## src/rtl/v810_ebi_pkg.sv

```systemverilog
// Shared types and helpers for the V810 external bus interface controller.
package v810_ebi_pkg;

  typedef enum logic [1:0] {
    IDLE = 2'd0,
    WAIT = 2'd1,
    ACKC = 2'd2
  } state_t;

  typedef struct packed {
    logic       en;
    logic       dw16;
    logic [2:0] ws;
  } region_t;

  // An acknowledge cycle is MRQn high with this ST bit set.
  localparam int unsigned ACK_ST_BIT = 0;

  function automatic logic [7:0] ws_of(input region_t r, input logic [7:0] timeout);
    return r.en ? {5'd0, r.ws} : timeout;
  endfunction

endpackage

```

## src/rtl/v810_ebi_region_dec.sv

```systemverilog
// Maps the top two address bits onto the region attributes held in the parameter maps.
module v810_ebi_region_dec
  import v810_ebi_pkg::*;
#(
  parameter logic [11:0] WS_MAP   = 12'h000,
  parameter logic [3:0]  DW16_MAP = 4'b0000,
  parameter logic [3:0]  EN_MAP   = 4'b1111
) (
  input  logic [1:0] sel_i,
  output region_t    region_o
);

  region_t tbl [4];

  for (genvar gi = 0; gi < 4; gi++) begin : g_tbl
    assign tbl[gi] = {EN_MAP[gi], DW16_MAP[gi], WS_MAP[3*gi +: 3]};
  end

  assign region_o = tbl[sel_i];

endmodule

```

## src/rtl/v810_ebi_ctrl.sv

```systemverilog
// Bus-cycle tracker for the V810 MAU: region chip selects, strobes, wait-state
// READYn/SZRQn generation, halt/fault acknowledge and unmapped-access termination.
module v810_ebi_ctrl
  import v810_ebi_pkg::*;
#(
  parameter logic [11:0] WS_MAP   = 12'h000,
  parameter logic [3:0]  DW16_MAP = 4'b0000,
  parameter logic [3:0]  EN_MAP   = 4'b1111,
  parameter int          TIMEOUT  = 15
) (
  input  logic        CLK,
  input  logic        RES,
  input  logic        CE,
  input  logic [31:0] A,
  input  logic [1:0]  ST,
  input  logic [3:0]  BEn,
  input  logic        DAn,
  input  logic        MRQn,
  input  logic        RW,
  input  logic        BCYSTn,
  output logic        READYn,
  output logic        SZRQn,
  output logic [3:0]  CSn,
  output logic        OEn,
  output logic        WEn,
  output logic        HALT_ACK,
  output logic        BUSERR
);

  localparam logic [7:0] TIMEOUT_W = 8'(TIMEOUT);

  state_t     state_q, state_d;
  logic [7:0] count_q, count_d;
  logic [1:0] region_q, region_d;
  logic       dw16_q, dw16_d;
  logic       rw_q, rw_d;
  logic       en_q, en_d;

  region_t    cur_reg;
  logic       cur_ack;
  logic [7:0] cur_cnt;
  logic       load, load_byp;
  logic       strobe_on, strobe_rw;
  logic [1:0] strobe_reg;
  logic       unused_in;

  v810_ebi_region_dec #(
    .WS_MAP  (WS_MAP),
    .DW16_MAP(DW16_MAP),
    .EN_MAP  (EN_MAP)
  ) u_dec (
    .sel_i   (A[31:30]),
    .region_o(cur_reg)
  );

  assign unused_in = ^{A[29:0], ST[1]};
  assign cur_ack   = MRQn & ST[ACK_ST_BIT];
  assign cur_cnt   = cur_ack ? 8'd0 : ws_of(cur_reg, TIMEOUT_W);

  // A 16-bit device cannot complete a word that touches both halves in one go.
  function automatic logic span_both(input logic dw16, input logic [3:0] ben);
    return dw16 && (ben[3:2] != 2'b11) && (ben[1:0] != 2'b11);
  endfunction

  always_comb begin
    state_d    = state_q;
    count_d    = count_q;
    region_d   = region_q;
    dw16_d     = dw16_q;
    rw_d       = rw_q;
    en_d       = en_q;
    load       = 1'b0;
    load_byp   = 1'b0;
    strobe_on  = 1'b0;
    strobe_reg = region_q;
    strobe_rw  = rw_q;
    READYn     = 1'b1;
    SZRQn      = 1'b1;
    CSn        = 4'hF;
    OEn        = 1'b1;
    WEn        = 1'b1;
    HALT_ACK   = 1'b0;
    BUSERR     = 1'b0;

    if (!RES) begin
      unique case (state_q)
        IDLE: begin
          if (!BCYSTn || !DAn) begin
            strobe_on  = cur_reg.en & ~cur_ack;
            strobe_reg = A[31:30];
            strobe_rw  = RW;
            if (!BCYSTn) begin
              load    = 1'b1;
              state_d = cur_ack ? ACKC : WAIT;
            end else if (cur_cnt == 8'd0) begin
              // Bypass start with nothing to wait for terminates in place.
              READYn   = 1'b0;
              SZRQn    = ~span_both(cur_reg.dw16, BEn);
              HALT_ACK = cur_ack;
              BUSERR   = ~cur_ack & ~cur_reg.en;
            end else begin
              load     = 1'b1;
              load_byp = 1'b1;
              state_d  = WAIT;
            end
          end
        end
        WAIT: begin
          strobe_on = en_q;
          if (count_q == 8'd0) begin
            READYn  = 1'b0;
            SZRQn   = ~span_both(dw16_q, BEn);
            BUSERR  = ~en_q;
            state_d = IDLE;
            if (!BCYSTn) begin
              load    = 1'b1;
              state_d = cur_ack ? ACKC : WAIT;
            end
          end else if (DAn) begin
            state_d = IDLE;
          end else begin
            count_d = count_q - 8'd1;
          end
        end
        ACKC: begin
          READYn   = 1'b0;
          HALT_ACK = 1'b1;
          state_d  = IDLE;
          if (!BCYSTn) begin
            load    = 1'b1;
            state_d = cur_ack ? ACKC : WAIT;
          end
        end
        default: state_d = IDLE;
      endcase
    end

    if (load) begin
      region_d = A[31:30];
      count_d  = load_byp ? cur_cnt - 8'd1 : cur_cnt;
      dw16_d   = cur_reg.dw16;
      rw_d     = RW;
      en_d     = cur_reg.en;
    end

    if (strobe_on) begin
      CSn[strobe_reg] = 1'b0;
      OEn             = ~strobe_rw;
      WEn             = strobe_rw;
    end
  end

  always_ff @(posedge CLK or posedge RES) begin
    if (RES) begin
      state_q  <= IDLE;
      count_q  <= 8'd0;
      region_q <= 2'd0;
      dw16_q   <= 1'b0;
      rw_q     <= 1'b1;
      en_q     <= 1'b0;
    end else if (CE) begin
      state_q  <= state_d;
      count_q  <= count_d;
      region_q <= region_d;
      dw16_q   <= dw16_d;
      rw_q     <= rw_d;
      en_q     <= en_d;
    end
  end

endmodule

```

## config.mk

```make
export PLATFORM = sky130hd
export DESIGN_NAME = v810_ebi_ctrl
export DESIGN_NICKNAME = d
export VERILOG_FILES = /design/src/rtl/v810_ebi_pkg.sv /design/src/rtl/v810_ebi_region_dec.sv /design/src/rtl/v810_ebi_ctrl.sv
export SDC_FILE = /design/constraint.sdc
export NUM_CORES = 1
export LEC_CHECK = 0
export ABC_CLOCK_PERIOD_IN_PS = 4250
export BUFFER_PORTS_ARGS = -buffer_cell sky130_fd_sc_hd__buf_2
export CAP_MARGIN = 20
export CORE_AREA = 10 10 52 64
export CTS_BUF_LIST = sky130_fd_sc_hd__clkbuf_16
export CTS_CLUSTER_SIZE = 28
export DETAILED_ROUTE_END_ITERATION = 6
export DIE_AREA = 0 0 62 74
export PLACE_DENSITY = 0.91
export SLEW_MARGIN = 20
export SYNTH_ARGS = -nofsm -noshare
export SYNTH_HDL_FRONTEND = slang
export SYNTH_SLANG_ARGS = --single-unit
```

## constraint.sdc

```tcl
create_clock -name CLK -period 4.25 [get_ports CLK]
set_input_delay 0.425 -clock CLK [delete_from_list [all_inputs] [get_ports CLK]]
set_output_delay 0.425 -clock CLK [all_outputs]
set_load 0.05 [all_outputs]
```

# Word-level counts from Yosys, hierarchy flattened
# Index checks and enable logic that the tools add are counted.
[word_totals]
ff_bits = 15
input_bits = 45
output_inout_bits = 10
word_cells = 113
[op_classes]
n_addsub = 2
order_cmp = 3
eq_ne = 10
muxes = 65
bitwise_logic = 12
reduce_logical = 15
[op_table]
columns = ["op", "n"]
rows = [
  ["$mux 8", 6],
  ["$mux 1", 35],
  ["$mux 2", 10],
  ["$logic_not 8->1", 2],
  ["$mux 4", 3],
  ["$bmux 5 s2", 1],
  ["$mux 5", 2],
  ["$reduce_and 5->1", 2],
  ["$ne 2x2->1 const B", 4],
  ["$pmux 1 s2", 4],
  ["$sub 8x1->8 const B", 1],
  ["$not 1->1", 7],
  ["$ne 3x3->1 const B", 2],
  ["$pmux 1 s3", 2],
  ["$pmux 2 s3", 1],
  ["$logic_and 1x1->1", 5],
  ["$sub 4x1->5 const B", 1],
  ["$ne 2x1->1 const B", 2],
  ["$not 4->4", 1],
  ["$and 1x1->1", 3],
  ["$ge 3x3->1 const B", 1],
  ["$lt 2x3->1 const B", 1],
  ["$not 2->3", 1],
  ["$demux 1 s2", 1],
  ["8 further kinds", 9],
]

# Depth between registers and ports, before layout
# Gate-level depths: netlist of the first run.
[logic_depth]
ltp_word = 14
mapped_depth = 8
depth_no_buf = 7

# Modules after synthesis
# From an unflattened synthesis of the first run, not the netlist that was laid out.
[unflattened]
cells_unflattened = 154
hier_area_um2 = 1381.3
[modules_own_cells]
columns = ["module", "n_inst", "cells_per_inst", "area_each_um2", "seq_area_each_um2"]
rows = [
  ["v810_ebi_ctrl", 1, 147, 1336.3, 376.6],
  ["v810_ebi_region_dec", 1, 7, 45.0, 0.0],
]

# Least setup slack after synthesis of the first run
# No wires, ideal clock.
[synth_timing]
kind = "reg2out"
startpoint = "register count_q[0]"
endpoint = "output port BUSERR"
arrival_time_ns = 2.788
t_required_ns = 3.825
slack_ns = 1.037
stages_incl_launch_ff = 6
path_buffers = 0
cell_sequence = "dfrtp_1 > inv_1 > ha_1 > or3b_2 > or2_4 > nor4_1"
[synth_via]
elab_chain_cells = 4
[synth_lines]
columns = ["item", "line", "source"]
rows = [
  ["start, declared", "v810_ebi_ctrl.sv:33", "logic [7:0] count_q, count_d;"],
  ["start signal, assigned", "v810_ebi_ctrl.sv:163", "count_q <= count_d;"],
  ["$logic_not 8->1", "v810_ebi_ctrl.sv:110", "if (count_q == 8'd0) begin"],
  ["$mux 1", "v810_ebi_ctrl.sv:110", ""],
  ["$pmux 1 s2", "v810_ebi_ctrl.sv:86", "unique case (state_q)"],
  ["$mux 1", "v810_ebi_ctrl.sv:85", "if (!RES) begin"],
  ["end, declared", "v810_ebi_ctrl.sv:27", "output logic BUSERR"],
]
# Every way passes these cells.

# Worst setup path in the final report of the first run
[layout_timing]
startpoint = "register state_q[0]"
endpoint = "output port WEn"
[layout_via]
elab_chain_cells = 4
elab_cells_between_ends = 7
cone_classes = "eq/ne: 1; mux: 5; reduce/logical: 1"
[layout_lines]
columns = ["item", "line", "source"]
rows = [
  ["start, declared", "v810_ebi_ctrl.sv:32", "state_t state_q, state_d;"],
  ["start signal, assigned", "v810_ebi_ctrl.sv:162", "state_q <= state_d;"],
  ["$eq 2x1->1 / $logic_not 2->1 (equally long branches)", "v810_ebi_ctrl.sv:86", ""],
  ["$pmux 1 s2 / $mux 1 (equally long branches)", "v810_ebi_ctrl.sv:86", ""],
  ["$mux 1", "v810_ebi_ctrl.sv:85", ""],
  ["$mux 1 *", "v810_ebi_ctrl.sv:146", "if (strobe_on) begin"],
  ["end, declared", "v810_ebi_ctrl.sv:25", "output logic WEn,"],
]
# Every way passes the cells marked *; elsewhere a longest branch is shown, timed or not.

==> reports/metrics.csv, run 1 <==
metric;value;unit
status;finished, final reports clean;
postcts setup bufs;0;
CTS tree;yes;
worst endpoint required time;3.83;ns
Worst Tran Pin Value;0.9083;ns
clock sink count;14;
Total GRT Usage;10.84;%
Overall Power;0.8460;mW
effective utilization at floorplan;43.84;%
Detailed Route WL;2356;µm
Worst Path Arrival;2.30;ns
row count;19;
CTS clk-pin slew, worst paths;0.05;ns
largest family of logic cells by synthesized area;simple AND/OR/NAND/NOR gates;
total CTS buffers;3;
Crit Path Max Fanout;10;
slowest CP cell;a2111oi_2;
total congestion overflow;0;
dominant cells by area after synthesis;dfrtp_1, o21ai_0, mux2_2;
cell taking the most area after synthesis;dfrtp_1;
power share of the clock group;21.9;%
diodes inserted;0;
commonest cells in the netlist;dfrtp_1, o21ai_0, nand2_1;
sw frac;44.24;%
FF-to-FF setup slack;1.89;ns
P_sw;0.3743;mW
Resized cells post-CTS;0;
FMAX;366.7;MHz
wire per inst;15.71;µm
Adder-Cell Fraction of Synth Area;2.639;%
Fin Clk Skew;0.003277;ns
Setup crit end kind;primary output;
Synth Area in XOR/XNOR;0.9235;%
Power Density;755.5;mW/mm²
# hold bufs at CTS;0;
Clock Tree Root;clkbuf_16;
vias in the first global route;890;
Mapped Area;948.4;µm²
routed vias/inst;5.773;
final worst slack;1.523;ns
# DRC;0;
largest net degree at the start of global routing;17;
TNS Setup;0;ns
# nets final;167;
clock tree buffer depth;2;
worst slack at placement;1.645;ns
Synth Area per Inst;9.208;µm²
clock latency at the later pin of the worst-skew pair;0.25;ns
critical path type;flop to primary output;
RSZ-0062 raised after global routing;no;
sequential share of power;29.5;%
drt pass-1 iters;6;
CP peak stage delay;0.81;ns
Worst VDD drop;0.3979;mV
post-synthesis simple-gate area fraction;26.52;%
placed wire-length estimate;1735;µm
Cell variety after synth;41;
Final Cell Area;0.001120;mm²
Startpoint Class;flop;
Port Buffers;18;
Routed Antenna Nets;0;
hold_ws;0.3023;ns
Synth Area in Compound Gates;22.69;%
fin crit share;64.17;%
CP Cell Sequence;a2111oi_2, mux2_2, nand2b_1, buf_2;
CTS H-tree lvls;1;
via count;866;
final RePlAce weighted congestion;0.8313;
post-synth net total;150;
final hold vios;0;
layout overhead on the synthesized area;18.07;%
Core Area;0.002163;mm²
DIE AREA;0.004588;mm²
Min Clock Period, post-route;2.727;ns
Pleak;0.4558;nW
YS warnings;0;
Int Power;0.4718;mW
number of synthesized flops with an enable pin;0;
layout cells sized above 1;30.25;%
antenna violations before repair;0;
Die Y;74;µm
Final setup viols;0;
first-pass GRT wire length;3801;µm
Slew HR;39.33;%
top-area cell type share of the netlist area;34.30;%
mux cell area share after synthesis;4.749;%
Max Cap Viol;0;
1st-iter DRT viols;51;
Gate power share;48.6;%
placed inst area;0.001041;mm²
worst hold path type;primary input to async pin;
# IOs;55;
Seq/Total Area, Yosys;37.07;%
fin. max-slew vios;0;
Synth Register Bits;14;
top_reg_cell synth;dfrtp_1;
Mapped Cells;103;
FFs w/ async S/R, synth;100.0;%
Die Wd;62;µm
flip-flops by register name, indices dropped and copies added, names as in the netlist:
register,count
en_q,1
region_q,2
state_q,2
count_q,8
rw_q,1
cell families after synthesis:
| group | count (synthesis) |
|---|---|
| AOI/OAI and AO/OA | 31 |
| xor gates and xnor gates | 1 |
| adders and majority gates | 2 |
| buffers and inverters | 9 |
| DFF | 14 |
| muxes | 4 |
| other | 1 |
| and+or+nand+nor | 41 |
critical path, delay by kind of cell (launching register included):
kind / cells / cell delay (ns)
buffers and inverters: 1 / 0.21
AO/OA/AOI/OAI: 1 / 0.81
AND/OR/NAND/NOR: 1 / 0.14
flip-flops: 1 / 0.47
multiplexers: 1 / 0.42
power groups by stage:
stage | sequential [mW] | clock [mW] | combinational (mW)
2_1_floorplan | 0.223 | 0 | 0.353
3_3_place_gp | 0.242 | 0 | 0.382
3_5_place_dp | 0.248 | 0 | 0.403
4_1_cts | 0.247 | 0.185 | 0.409
5_1_grt | 0.257 | 0.190 | 0.444
6_report | 0.249 | 0.185 | 0.412
metal layers:
metal / global-route usage, % / up-vias / share of wire (%)
met5: 0 / - / 0
met1: 11.88 / 411 / 42
li1: - / 409 / -
met4: 4.726 / 0 / 2.0
met3: 3.237 / 7 / 5.5
met2: 18.61 / 39 / 51
final cells by class:
cell class / instances / area, µm²
Sequential cell: 14 / 351.6
Tap cell: 31 / 38.79
Multi-Input combinational cell: 80 / 549.3
Clock buffer: 3 / 75.07
Inverter: 3 / 11.26
Fill cell: 196 / 1044
Clock inverter: 1 / 3.754
Timing Repair Buffer: 18 / 90.09
cells in the final DEF (no fill, tap or decap), drive strengths merged, types with 4 or more instances in the layout:
cell type,count
mux2,4
buf,18
nand2,8
dfrtp,13
or3,6
a21oi,5
nand2b,4
nor2,5
o21ai,14
per-stage QoR:
stage | utilization, % | instances
floorplan | - | 103
global placement | 48.12 | 146
detailed placement | 48.12 | 146
CTS | 51.76 | 150
global route | 51.76 | 150
finish | 51.76 | 150
final timing paths:
kind                                             start                     end  cells past startpoint
max in group asynchronous                          RES  count_q[3]$_DFFE_PP0P_                      2
min in group CLK                                    RW        rw_q$_DFFE_PP1P_                      2
worst min-delay path                               RES  state_q[1]$_DFFE_PP0P_                      2
worst max-delay path            state_q[0]$_DFFE_PP0P_                     WEn                      4
worst min register to register  count_q[0]$_DFFE_PP0P_  count_q[0]$_DFFE_PP0P_                      1
worst max register to register  count_q[0]$_DFFE_PP0P_        rw_q$_DFFE_PP1P_                      7
Power figures use the tool's default switching activity.
==> run 2: changes to the inputs <==
--- a/config.mk
+++ b/config.mk
@@ -5,15 +5,15 @@
 export SDC_FILE = /design/constraint.sdc
 export NUM_CORES = 1
 export LEC_CHECK = 0
-export ABC_CLOCK_PERIOD_IN_PS = 4250
+export ABC_CLOCK_PERIOD_IN_PS = 2200
 export BUFFER_PORTS_ARGS = -buffer_cell sky130_fd_sc_hd__buf_2
 export CAP_MARGIN = 20
-export CORE_AREA = 10 10 52 64
+export CORE_AREA = 10 10 56 69
 export CTS_BUF_LIST = sky130_fd_sc_hd__clkbuf_16
 export CTS_CLUSTER_SIZE = 28
 export DETAILED_ROUTE_END_ITERATION = 6
-export DIE_AREA = 0 0 62 74
-export PLACE_DENSITY = 0.91
+export DIE_AREA = 0 0 66 79
+export PLACE_DENSITY = 0.82
 export SLEW_MARGIN = 20
 export SYNTH_ARGS = -nofsm -noshare
 export SYNTH_HDL_FRONTEND = slang
==> constraint.sdc (replaced) <==
create_clock -name CLK -period 2.2 [get_ports CLK]
set_input_delay 0.22 -clock CLK [delete_from_list [all_inputs] [get_ports CLK]]
set_output_delay 0.22 -clock CLK [all_outputs]
set_load 0.05 [all_outputs]
==> run 2 against run 1 <==
Core utilization is 5.3 points lower. Sequential share of layout area is 2.3 points lower. Sequential power is 96% higher. Die area is 14% higher. Clock power is 87% higher.
==> reports/metrics.csv, run 2 (synthesis gave the netlist of run 1 again) <==
metric;value;unit;change
status;finished, final reports clean;;
diodes inserted;0;;unchanged
layout overhead on the synthesized area;27.57;%;
effective utilization at floorplan;36.46;%;-7.4 points
Core Area;0.002601;mm²;+20%
Total GRT Usage;9.227;%;-1.6 points
total congestion overflow;0;;unchanged
Fin Clk Skew;0.003736;ns;+0.0004598 ns
1st-iter DRT viols;44;;-14%
clock latency at the later pin of the worst-skew pair;0.24;ns;about the same
CP peak stage delay;0.40;ns;-0.41 ns
# hold bufs at CTS;0;;unchanged
CTS clk-pin slew, worst paths;0.05;ns;about the same
Routed Antenna Nets;0;;unchanged
commonest non-fill, non-tap cell in the layout;buf_2;;
Clock Tree Root;clkbuf_16;;
drt pass-1 iters;4;;-2
worst endpoint required time;1.98;ns;-1.85 ns
Pleak;0.4932;nW;+8.2%
Worst Tran Pin Value;0.5697;ns;-0.3386 ns
most frequent cells in the layout;buf_2, dfrtp_1, o21ai_0, nand2_1;;
Largest regs;count_q x8, region_q x2, state_q x2;;
routed vias/inst;5.481;;-5.1%
vias in the first global route;912;;+2.5%
fin crit share;99.07;%;
row count;21;;+2
placed wire-length estimate;1760;µm;+1.4%
# nets final;172;;+3.0%
placed inst area;0.001074;mm²;+3.1%
first-pass GRT wire length;3843;µm;+1.1%
CP Cell Sequence;inv_2, ha_1, or3b_4, or2_4, o22ai_1, nand2_1, buf_6;;
Detailed Route WL;2369;µm;+0.55%
Post-Layout Cell Count;158;;+5.3%
Worst VDD drop;0.5874;mV;+48%
Die Y;79;µm;+6.8%
worst hold path type;primary input to async pin;;
Buf+Inv Stages, Crit Path;2;;+1
# DRC;0;;unchanged
Slew HR;61.90;%;+23 points
slowest CP cell;or3b_4;;
FMAX;458.8;MHz;
hold_ws;0.1213;ns;-0.1810 ns
antenna violations before repair;0;;unchanged
Final Cell Area;0.001210;mm²;+8.0%
largest net degree at the start of global routing;16;;-1
Port Buffers;18;;unchanged
Final setup viols;0;;unchanged
final RePlAce weighted congestion;0.8445;;+1.6%
Overall Power;1.711;mW;+100%
wire per inst;14.99;µm;-4.5%
clock sink count;14;;unchanged
critical path type;flop to primary output;;
Setup crit end kind;primary output;;
Placed Cells incl. Taps;152;;+4.1%
Power Density;1414;mW/mm²;+87%
max FFs per register;8;;unchanged
# fillers;237;;+21%
Crit Path Max Fanout;4;;-6
Largest Register;count_q;;
RSZ-0062 raised after global routing;yes;;
Max Cap Viol;0;;unchanged
final hold vios;0;;unchanged
clock tree buffer depth;2;;unchanged
CTS H-tree lvls;1;;unchanged
layout cells sized above 1;37.10;%;+6.8 points
via count;866;;unchanged
# IOs;55;;unchanged
Min Clock Period, post-route;2.179;ns;
CP delay by family, top;simple AND/OR/NAND/NOR gates;;
total CTS buffers;3;;unchanged
Startpoint Class;flop;;
fin. max-slew vios;0;;unchanged
Die Wd;66;µm;+6.5%
Worst Path Arrival;1.96;ns;-0.34 ns
CTS tree;yes;;
DIE AREA;0.005214;mm²;+14%
==> run 2: through the flow <==
stage	setup WS, ns	util (%)	TNS (ns)
floorplan	-0.2142	-	-0.2142
global placement	0.09951	41.27	0
detailed placement	0.05784	41.27	0
CTS	0.01047	44.88	0
global route	-0.07321	46.51	-0.1523
finish	0.02055	46.51	0
==> run 2: per-layer routing <==
| metal | up-vias | global-route usage (%) | part of all wire, % | wire, µm |
|---|---|---|---|---|
| met5 | - | 0 | 0 | 0 |
| met4 | 0 | 7.143 | 3.3 | 78 |
| met3 | 7 | 1.685 | 3.0 | 70 |
| met2 | 18 | 17.93 | 58 | 1370 |
| met1 | 420 | 7.818 | 36 | 849 |
| li1 | 421 | - | - | - |
==> run 2: worst paths after layout <==
kind / from / endpoint / slack (ns) / cells past startpoint
min in group CLK: RW / rw_q$_DFFE_PP1P_ / 0.23 / 2
setup / recovery: count_q[0]$_DFFE_PP0P_ / READYn / 0.02 / 7
hold / removal: RES / region_q[1]$_DFFE_PP0P_ / 0.12 / 3
max in group asynchronous: RES / rw_q$_DFFE_PP1P_ / 1.84 / 3
setup reg to reg: count_q[0]$_DFFE_PP0P_ / rw_q$_DFFE_PP1P_ / 0.08 / 8
hold reg to reg: count_q[7]$_DFFE_PP0P_ / count_q[7]$_DFFE_PP0P_ / 0.55 / 2
==> run 2: final cells by class <==
class / instances / area (µm²) / share of cell area [%]
Multi-Input combinational cell: 80 / 585.6 / 48.40
Sequential cell: 14 / 351.6 / 29.06
Timing Repair Buffer: 23 / 140.1 / 11.58
Clock buffer: 3 / 75.07 / 6.205
Tap cell: 34 / 42.54 / 3.516
Inverter: 3 / 11.26 / 0.9307
Clock inverter: 1 / 3.754 / 0.3102
==> run 2: power breakdown <==
| group | leakage (nW) | internal (mW) | switching [mW] | total [mW] |
|---|---|---|---|---|
| combinational | 0.280 | 0.376 | 0.500 | 0.875 |
| sequential | 0.175 | 0.368 | 0.121 | 0.489 |
| clock | 0.0385 | 0.240 | 0.106 | 0.346 |
| total | 0.493 | 0.984 | 0.727 | 1.71 |
==> run 2: worst min-delay path: cells and delay by family <==
family                 cells  cell delay, ns
buffers and inverters      3            0.51
==> run 2: timing repair <==
action / in CTS / in global routing
resized for setup: 5 / 6
pin swaps: 1 / 1
endpoints found under the hold margin: 0 / 0
endpoints found under the setup margin: 2 / 6
setup buffers: 0 / 2
==> run 3: changes to the inputs <==
==> constraint.sdc (replaced) <==
create_clock -name CLK -period 2.2 [get_ports CLK]
set_input_delay 0.44 -clock CLK [delete_from_list [all_inputs] [get_ports CLK]]
set_output_delay 0.44 -clock CLK [all_outputs]
set_load 0.05 [all_outputs]
==> run 3 against run 2 <==
The flow now finishes with violations (negative setup slack). Hold slack better by 0.33 ns. Via count is 9.7% higher. Routed wire length is 20% higher. Fmax is 5.3% lower. Critical endpoint unchanged.
==> reports/metrics.csv, run 3 (synthesis gave the netlist of run 1 again) <==
metric;value;unit;change
Setup crit end kind;primary output;;
effective utilization at floorplan;36.46;%;unchanged
layout overhead on the synthesized area;50.53;%;
Max Cap Viol;0;;unchanged
placed inst area;0.001211;mm²;+13%
# nets final;185;;+7.6%
final core area utilization;54.88;%;+8.4 points
via count;950;;+9.7%
1st-iter DRT viols;66;;+50%
diodes inserted;0;;unchanged
total CTS buffers;3;;unchanged
layout cells sized above 1;51.82;%;+15 points
# hold bufs at CTS;0;;unchanged
Detailed Route WL;2837;µm;+20%
Final setup viols;3;;+3
Post-Layout Cell Count;171;;+8.2%
CTS clk-pin slew, worst paths;0.05;ns;about the same
commonest non-fill, non-tap cell in the layout;buf_4;;
Pleak;0.5932;nW;+20%
Power Density;1452;mW/mm²;+2.7%
clock latency at the later pin of the worst-skew pair;0.24;ns;about the same
wire per inst;16.59;µm;+11%
Worst VDD drop;0.5246;mV;-11%
DIE AREA;0.005214;mm²;unchanged
CTS tree;yes;;
final worst slack;-0.1009;ns;-0.1214 ns
CTS H-tree lvls;1;;unchanged
Port Buffers;18;;unchanged
largest net degree at the start of global routing;15;;-1
Routed Antenna Nets;0;;unchanged
antenna violations before repair;0;;unchanged
placed wire-length estimate;2020;µm;+15%
# DRC;0;;unchanged
final hold vios;0;;unchanged
# fillers;208;;-12%
routed vias/inst;5.556;;+1.4%
Clock Tree Root;clkbuf_16;;
clock sink count;14;;unchanged
drt pass-1 iters;4;;unchanged
max FFs per register;8;;unchanged
Final Cell Area;0.001428;mm²;+18%
Crit Path Max Fanout;3;;-1
Total GRT Usage;10.62;%;+1.4 points
Largest Register;count_q;;
Placed Cells incl. Taps;165;;+8.6%
worst hold path type;primary input to flop;;
fin crit share;104.6;%;+5.5 points
row count;21;;unchanged
status;complete, but fails checks;;
Largest regs;count_q x8, region_q x2, state_q x2;;
clock tree buffer depth;2;;unchanged
fin. max-slew vios;0;;unchanged
most frequent cells in the layout;buf_4, dfrtp_1, o21ai_0, buf_2;;
Worst Path Arrival;1.86;ns;-0.10 ns
first-pass GRT wire length;4457;µm;+16%
RSZ-0062 raised after global routing;yes;;
Fin Clk Skew;0.002634;ns;-0.001102 ns
failing checks;negative setup slack;;
Min Clock Period, post-route;2.301;ns;+0.1214 ns
FMAX;434.6;MHz;-5.3%
# IOs;55;;unchanged
Die Y;79;µm;unchanged
final RePlAce weighted congestion;0.8672;;+2.7%
Startpoint Class;flop;;
Core Area;0.002601;mm²;unchanged
Die Wd;66;µm;unchanged
TNS Setup;-0.2259;ns;-0.2259 ns
critical path type;flop to primary output;;
total congestion overflow;0;;unchanged
worst endpoint required time;1.76;ns;-0.22 ns
vias in the first global route;944;;+3.5%
run 3: changes by cell type in the layout (fill, tap and decap cells not counted), sizes merged:
cell | before | now
buf | 23 | 35
clkbuf | 3 | 4
run 3: worst max-delay path, cell delays in order, from the launching register on:
cell     delay (ns)
dfrtp_1        0.39
inv_2          0.09
ha_4           0.12
or3b_4         0.37
or2_4          0.27
o22ai_4        0.15
nand2_2        0.07
buf_6          0.15
run 3: layout make-up:
class	count	area (µm²)	area share [%]
multi-input cells	80	670.6	46.98
flip-flops and latches	14	352.8	24.72
repair buffers	36	271.5	19.02
clock buffers	3	75.07	5.259
well taps	34	42.54	2.980
inverters	3	11.26	0.7888
clock inverters	1	3.754	0.2629
run 3: where the power goes:
part           switching, mW  total (mW)  internal, mW
clock network          0.106       0.347         0.241
registers             0.0987       0.468         0.369
logic                  0.672        1.26         0.587
run 3: stage by stage:
step           power (mW)  setup slack (ns)  hold WS, ns
4_1_cts             1.918           -0.1292       0.4522
3_3_place_gp        1.422          -0.01586       0.5213
5_1_grt             2.203           -0.1509       0.4567
2_1_floorplan       1.163           -0.1195       0.4711
6_report            2.073           -0.1009       0.4535
3_5_place_dp        1.483          -0.03486       0.5468
run 3: what timing repair did:
item / CTS / global route
pin swaps: 2 / 3
endpoints found under the setup margin: 9 / 17
resized for setup: 14 / 21
buffers inserted: 1 / 1
run 3: path summary, 6_finish.rpt:
kind | slack [ns] | cells past startpoint | to | start
worst min register to register | 0.55 | 2 | count_q[7]$_DFFE_PP0P_ | count_q[7]$_DFFE_PP0P_
worst max-delay path | -0.10 | 7 | READYn | count_q[0]$_DFFE_PP0P_
worst min-delay path | 0.45 | 2 | rw_q$_DFFE_PP1P_ | RW
min in group asynchronous | 0.46 | 4 | count_q[1]$_DFFE_PP0P_ | RES
max in group asynchronous | 1.49 | 4 | rw_q$_DFFE_PP1P_ | RES
worst max register to register | -0.03 | 9 | rw_q$_DFFE_PP1P_ | count_q[0]$_DFFE_PP0P_
run 3: layer usage:
metal | global-route usage (%) | vias up | wire (µm)
met5 | 0 | - | 0
met4 | 5.252 | 0 | 116
met1 | 9.869 | 463 | 986
li1 | - | 446 | -
met3 | 1.545 | 14 | 81
met2 | 21.22 | 27 | 1654
